$ cat src/rtl/pcs_pkg.sv
// Code-group constants and transmit state encoding shared by the 1000BASE-X PCS TX path.
package pcs_pkg;

  localparam logic [7:0] CG_K28_5   = 8'hBC;
  localparam logic [7:0] CG_D5_6    = 8'hC5;
  localparam logic [7:0] CG_D16_2   = 8'h50;
  localparam logic [7:0] CG_S       = 8'hFB;
  localparam logic [7:0] CG_T       = 8'hFD;
  localparam logic [7:0] CG_R       = 8'hF7;
  localparam logic [7:0] CG_V       = 8'hFE;
  // GMII TXD value that qualifies TX_ER as carrier extension
  localparam logic [7:0] CG_EXT_TXD = 8'h0F;

  typedef enum logic [2:0] {
    IDLE,
    START,
    PKT,
    END_R,
    END_R2,
    EXTEND,
    EXT_ALIGN
  } tx_state_e;

endpackage

$ cat src/rtl/pcs_cg_timer.sv
// Code-group slot timer: modulo-CG_DIV counter with a one-clock boundary strobe.
module pcs_cg_timer #(
  parameter int unsigned CG_DIV = 1
) (
  input  logic clk,
  input  logic rst_n,
  output logic cg_timer_done
);

  localparam int unsigned TW = (CG_DIV > 1) ? $clog2(CG_DIV) : 1;
  localparam logic [TW-1:0] LAST = TW'(CG_DIV - 1);

  logic [TW-1:0] cnt_q;

  assign cg_timer_done = (cnt_q == LAST);

  always_ff @(posedge clk or negedge rst_n) begin
    if (!rst_n) begin
      cnt_q <= '0;
    end else if (cg_timer_done) begin
      cnt_q <= '0;
    end else begin
      cnt_q <= cnt_q + TW'(1);
    end
  end

endmodule

$ cat src/rtl/pcs_tx_oset_gen.sv
// 1000BASE-X PCS transmit ordered-set generator: GMII TXD/TX_EN/TX_ER to code-group octet,
// K flag and slot parity, with packet framing, idle selection, carrier extension and counters.
module pcs_tx_oset_gen
  import pcs_pkg::*;
#(
  parameter int unsigned CG_DIV = 1,
  parameter bit          EXT_EN = 1'b1,
  parameter int unsigned CNT_W  = 16
) (
  input  logic             clk,
  input  logic             mr_main_reset,
  input  logic             xmit_data,
  input  logic [7:0]       TXD,
  input  logic             TX_EN,
  input  logic             TX_ER,
  input  logic             rd_pos,
  output logic [7:0]       tx_code_group,
  output logic             tx_cg_k,
  output logic             tx_even,
  output logic             cg_timer_done,
  output logic [CNT_W-1:0] tx_pkt_cnt,
  output logic [CNT_W-1:0] tx_err_cnt
);

  tx_state_e  state_q, state_d;
  logic       rd_lat_q, rd_lat_d;
  logic [7:0] cg_d;
  logic       k_d;
  logic       pkt_inc, err_inc;
  logic       idle_slot;
  logic       slot_even;
  logic       ext_carrier, ext_hold, start_ok;

  pcs_cg_timer #(
    .CG_DIV(CG_DIV)
  ) u_timer (
    .clk          (clk),
    .rst_n        (mr_main_reset),
    .cg_timer_done(cg_timer_done)
  );

  // Parity of the slot whose code-group is produced at the coming boundary.
  assign slot_even   = ~tx_even;
  assign ext_carrier = EXT_EN && !TX_EN && TX_ER;
  assign ext_hold    = ext_carrier && (TXD == CG_EXT_TXD);
  assign start_ok    = xmit_data && TX_EN && !TX_ER;

  // Idle generation is shared by IDLE, EXT_ALIGN and an even-aligned EXTEND exit,
  // so a packet may start in the very first even slot after extension ends.
  always_comb begin
    state_d   = state_q;
    cg_d      = tx_code_group;
    k_d       = tx_cg_k;
    rd_lat_d  = rd_lat_q;
    pkt_inc   = 1'b0;
    err_inc   = 1'b0;
    idle_slot = 1'b0;

    case (state_q)
      START, PKT: begin
        if (!TX_EN) begin
          cg_d    = CG_T;
          k_d     = 1'b1;
          state_d = END_R;
        end else if (TX_ER) begin
          cg_d    = CG_V;
          k_d     = 1'b1;
          err_inc = 1'b1;
          state_d = PKT;
        end else begin
          cg_d    = TXD;
          k_d     = 1'b0;
          state_d = PKT;
        end
      end
      END_R, END_R2: begin
        cg_d = CG_R;
        k_d  = 1'b1;
        if (ext_hold) begin
          state_d = EXTEND;
        end else if ((state_q == END_R) && slot_even) begin
          state_d = END_R2;
        end else begin
          state_d = IDLE;
        end
      end
      EXTEND: begin
        if (ext_hold) begin
          cg_d = CG_R;
          k_d  = 1'b1;
        end else if (ext_carrier) begin
          cg_d    = CG_V;
          k_d     = 1'b1;
          err_inc = 1'b1;
        end else if (slot_even) begin
          idle_slot = 1'b1;
        end else begin
          cg_d    = CG_R;
          k_d     = 1'b1;
          state_d = EXT_ALIGN;
        end
      end
      default: idle_slot = 1'b1;
    endcase

    if (idle_slot) begin
      state_d = IDLE;
      if (!slot_even) begin
        cg_d = rd_lat_q ? CG_D5_6 : CG_D16_2;
        k_d  = 1'b0;
      end else if (start_ok) begin
        cg_d    = CG_S;
        k_d     = 1'b1;
        pkt_inc = 1'b1;
        state_d = START;
      end else begin
        cg_d     = CG_K28_5;
        k_d      = 1'b1;
        rd_lat_d = rd_pos;
      end
    end
  end

  always_ff @(posedge clk or negedge mr_main_reset) begin
    if (!mr_main_reset) begin
      state_q       <= IDLE;
      rd_lat_q      <= 1'b0;
      tx_code_group <= CG_D16_2;
      tx_cg_k       <= 1'b0;
      tx_even       <= 1'b0;
      tx_pkt_cnt    <= '0;
      tx_err_cnt    <= '0;
    end else if (cg_timer_done) begin
      state_q       <= state_d;
      rd_lat_q      <= rd_lat_d;
      tx_code_group <= cg_d;
      tx_cg_k       <= k_d;
      tx_even       <= slot_even;
      if (pkt_inc && (tx_pkt_cnt != '1)) begin
        tx_pkt_cnt <= tx_pkt_cnt + CNT_W'(1);
      end
      if (err_inc && (tx_err_cnt != '1)) begin
        tx_err_cnt <= tx_err_cnt + CNT_W'(1);
      end
    end
  end

endmodule

$ cat config.mk
export PLATFORM = sky130hd
export DESIGN_NAME = pcs_tx_oset_gen
export DESIGN_NICKNAME = d
export VERILOG_FILES = /design/src/rtl/pcs_pkg.sv /design/src/rtl/pcs_cg_timer.sv /design/src/rtl/pcs_tx_oset_gen.sv
export SDC_FILE = /design/constraint.sdc
export NUM_CORES = 1
export LEC_CHECK = 0
export CAP_MARGIN = 20
export CORE_ASPECT_RATIO = 1.2
export CORE_MARGIN = 1
export CORE_UTILIZATION = 50
export DETAILED_ROUTE_END_ITERATION = 10
export PLACE_DENSITY = 0.8
export SLEW_MARGIN = 20
export SYNTH_ARGS = -nofsm -noshare
export SYNTH_HDL_FRONTEND = slang
export SYNTH_SLANG_ARGS = --single-unit
$ cat constraint.sdc
create_clock -name clk -period 2.05 [get_ports clk]
set_input_delay 0.205 -clock clk [delete_from_list [all_inputs] [get_ports clk]]
set_output_delay 0.205 -clock clk [all_outputs]
set_load 0.01 [all_outputs]
==> flow_summary.ini <==
[global_routing]
first_pass_grt_wire_length_um = 9183
grt_max_degree = 25
vias_in_the_first_global_route = 1969
grtUsageTotal_pct = 23.39
globalRoute.totalOverflow = 0
number_of_antenna_violations_at_the_first_check_in_global_routing = 0

[yosys]
ys_async_sr_fraction_pct = 100.0
yosys-mux-area-fraction_pct = 2.215
area_fraction_in_compound_gates_after_synthesis_pct = 10.87
synthXorXnorAreaFrac_pct = 10.82
most_repeated_cell_in_the_gate_level_netlist_after_synthesis = dfrtp_1
post-synth-top-area-fraction_pct = 45.34
synth-seq-cells = 46
yosysSeqAreaShare_pct = 47.50
synth_top_flop_cell = dfrtp_1
ys_top_cells_by_area = dfrtp_1 (45%), xor2_1 (6.9%), nand2_1 (4.2%), xnor2_1 (4.0%), nor2_1 (2.8%)
mappedNetlistNets = 253
syn-instance-count = 237
synth_edf_count = 0
synth.top_cells.by_count = dfrtp_1 (44), nand2_1 (27), xor2_1 (19), nor2_1 (18), nand3_1 (12)
synth_area_leader_cell = dfrtp_1
synth-warning-count = 0
avg_synthesized_cell_area_sq_um = 10.25
yosys.area_share.adder_pct = 1.030
ys_types = 58
post_synth_instance_area_sq_um = 2429
combinational_family_with_the_most_area_after_synthesis = simple AND/OR/NAND/NOR gates
synthSimpleGateAreaFrac_pct = 24.42

[power_and_ir_drop]
clkPwrFrac_pct = 17.5
irDropWorstVdd_mv = 0.6734
sequential_power_share_pct = 40.6
leakagePower_uw = 0.001433
p_int_uw = 2021
p_sw_share_pct = 35.80
powerDensity_nw_per_um2 = 965.8
p_switching_uw = 1127
portion_of_total_power_attributed_to_combinational_logic_pct = 41.9

[drt]
wl_met2_um = 2849
top_signal_layer_used = met4
dr_total_vias = 2042
drt-pass1-iter-count = 4
post_drt_wl_per_cell_um = 14.41
average_via_count_per_standard_cell = 5.504
postRouteAntennaNets = 0
detail_route.drc_violations = 0
drt_iter0_markers = 133
wl_met3_um = 239
drt-met1-wl_um = 2176
routed_wl_um = 5346

[cts]
worst_setup_hold_path_clk_slew_ps = 80
postCtsSetupRepairBufs = 0
ctsLongestPathBuffers = 2
clk-insertion-delay-late_ps = 300
clkSinkCount = 46
cts_tree = done
holdBufCountCts = 1
clock_tree.htree_level_count = 2
clk_root_buffer_cell = clkbuf_8
cts_inserted_buffers = 5
post_cts_resize_count = 0

[sta]
final-setup-viol-count = 0
clock_skew_ps = 4.821
final_hold_viol_count = 0
fmaxAchievable_mhz = 536.3
rsz0062_at_grt = no
period_share_pct = 90.96
timing.final.max_slew_violations = 0
fin_crit_ps = 1865
max_slew_margin_pct = 62.53
timing_worst_slew_pin_value_ps = 562.1

[die]
die_height_um = 78.35
die_width_um = 65.62
design.die.area_sq_um = 5141
effective_utilization_at_floorplan_pct = 52.47
floorplan.io_pins = 57
fp.coreArea_sq_um = 4628
placement_rows = 27

[setup_path]
worstSetupEndpointType = flop
cp-startpoint = state_q[1]$_DFFE_PN0P_
worst_r2r_startpoint = state_q[1]$_DFFE_PN0P_
timing.reg2reg.setup_slack_ps = 190
r2r.worst_path.cells = 5
timing.critical_path.fanout_max = 8
crit-reg2reg-capture = tx_err_cnt[14]$_DFFE_PN0P_
cp-endpoint = tx_err_cnt[14]$_DFFE_PN0P_
crit_required_ps = 2240
critPathLaunchType = flop
worst_ep_arrival_time_ps = 2050
worstSetupPathType = reg -> reg

[place]
dp_hpwl_um = 4160
placedInstanceArea_sq_um = 3163
place_inst = 362
placement.io_buffers = 55
globalplace.congestion = 0.9323

[cells_and_area]
syn2layout_area_growth_pct = 34.21
insertedDiodeCount = 0
layout.nets = 328
fin_area_sq_um = 3259
drive_gt1_share_pct = 13.74
final_cell_count_without_fillers = 371
utilization_pct = 70.42

[run]
maxCapViolCount = 0

[run_status]
run_status = finished, final reports clean

[hold_path]
worst_hold_path_type = in -> async
[area by class of cell]
cell class / count / area, sq um
multi-input combinational: 175 / 1202
fill: 370 / 1369
tap: 58 / 72.57
sequential: 46 / 1154
clock inverter: 2 / 13.76
timing repair buffer: 75 / 710.7
inverter: 9 / 33.78
clock buffer: 6 / 72.57
[cell usage in the layout (no fill, tap or decap), types with 2 or more instances in the layout]
cell / Yosys / layout
nand2b_1: 2 / 2
nor4_2: 3 / 3
buf_4: 2 / 18
mux2i_1: 2 / 2
xor2_1: 19 / 19
and4_1: 5 / 5
a211o_1: 2 / 2
nor3_1: 4 / 4
nand4_1: 10 / 10
o21ai_0: 8 / 8
nand2_1: 27 / 27
o211ai_1: 3 / 3
ha_1: 2 / 2
dfstp_2: 2 / 2
o21ai_1: 3 / 3
and2_1: 3 / 3
mux2_1: 3 / 3
and3_1: 2 / 2
dfrtp_1: 44 / 44
o31a_1: 2 / 2
clkbuf_8: 0 / 5
inv_1: 8 / 8
xnor2_1: 11 / 11
clkdlybuf4s50_1: 0 / 54
nand3_1: 12 / 12
a21oi_1: 2 / 2
nor2_1: 18 / 18
nor3_2: 3 / 3
[worst min-delay path by stage]
stage / start / end / slack (ps) / depth (start not counted)
5_1_grt: mr_main_reset / rd_lat_q$_DFFE_PN0P_ / 470 / 2
6_report: mr_main_reset / rd_lat_q$_DFFE_PN0P_ / 420 / 2
2_1_floorplan: mr_main_reset / rd_lat_q$_DFFE_PN0P_ / -90 / 0
3_5_place_dp: mr_main_reset / rd_lat_q$_DFFE_PN0P_ / 230 / 1
3_3_place_gp: mr_main_reset / rd_lat_q$_DFFE_PN0P_ / 220 / 1
4_1_cts: mr_main_reset / rd_lat_q$_DFFE_PN0P_ / 440 / 2
[worst max-delay path, stage by stage (launching register included)]
cell and delay, ps:
dfrtp_1 470, nand3b_1 270, a211oi_2 280, nor2_2 80, nor4_1 310, mux2_1 350
[registers in the layout, summed over array words and instances, names as in the netlist]
| name | count |
|---|---|
| tx_err_cnt | 16 |
| tx_pkt_cnt | 16 |
| tx_code_group | 8 |
| state_q | 3 |
| rd_lat_q | 1 |
| tx_cg_k | 1 |
| tx_even | 1 |
[per-stage QoR]
stage,total power [uW],TNS [ps],hold slack [ps],setup slack (ps)
after detailed placement,2611,-11.79,233.1,-11.79
after global placement,2579,0,220.8,46.02
after global routing,3348,0,473.6,50.83
final,3148,0,425.0,185.3
after floorplan,1974,0,-90.59,330.8
after CTS,3173,0,440.3,159.9
[power by group through the flow]
stage / Combinational, uW / Clock [uW] / Sequential (uW)
after floorplan: 662 / 0 / 1310
after global placement: 1290 / 0 / 1290
after detailed placement: 1320 / 0 / 1300
after CTS: 1330 / 567 / 1280
after global routing: 1450 / 599 / 1300
final: 1320 / 552 / 1280
[metal layers]
metal / GRT usage (%) / vias to the layer above
li1: - / 999
met1: 28.06 / 981
met2: 40.31 / 54
met3: 5.814 / 8
met4: 7.391 / 0
met5: 0 / -
[kinds of logic (layout without fill, tap and decap cells)]
group | Yosys count | count (layout)
XOR/XNOR | 30 | 30
flip-flops | 46 | 46
adder cells (fa/ha/maj) | 2 | 2
other | 1 | 1
AO/OA/AOI/OAI | 33 | 33
multiplexers | 5 | 5
AND/OR/NAND/NOR | 104 | 104
buffers and inverters | 16 | 92
(Power assumes the default switching activity.)
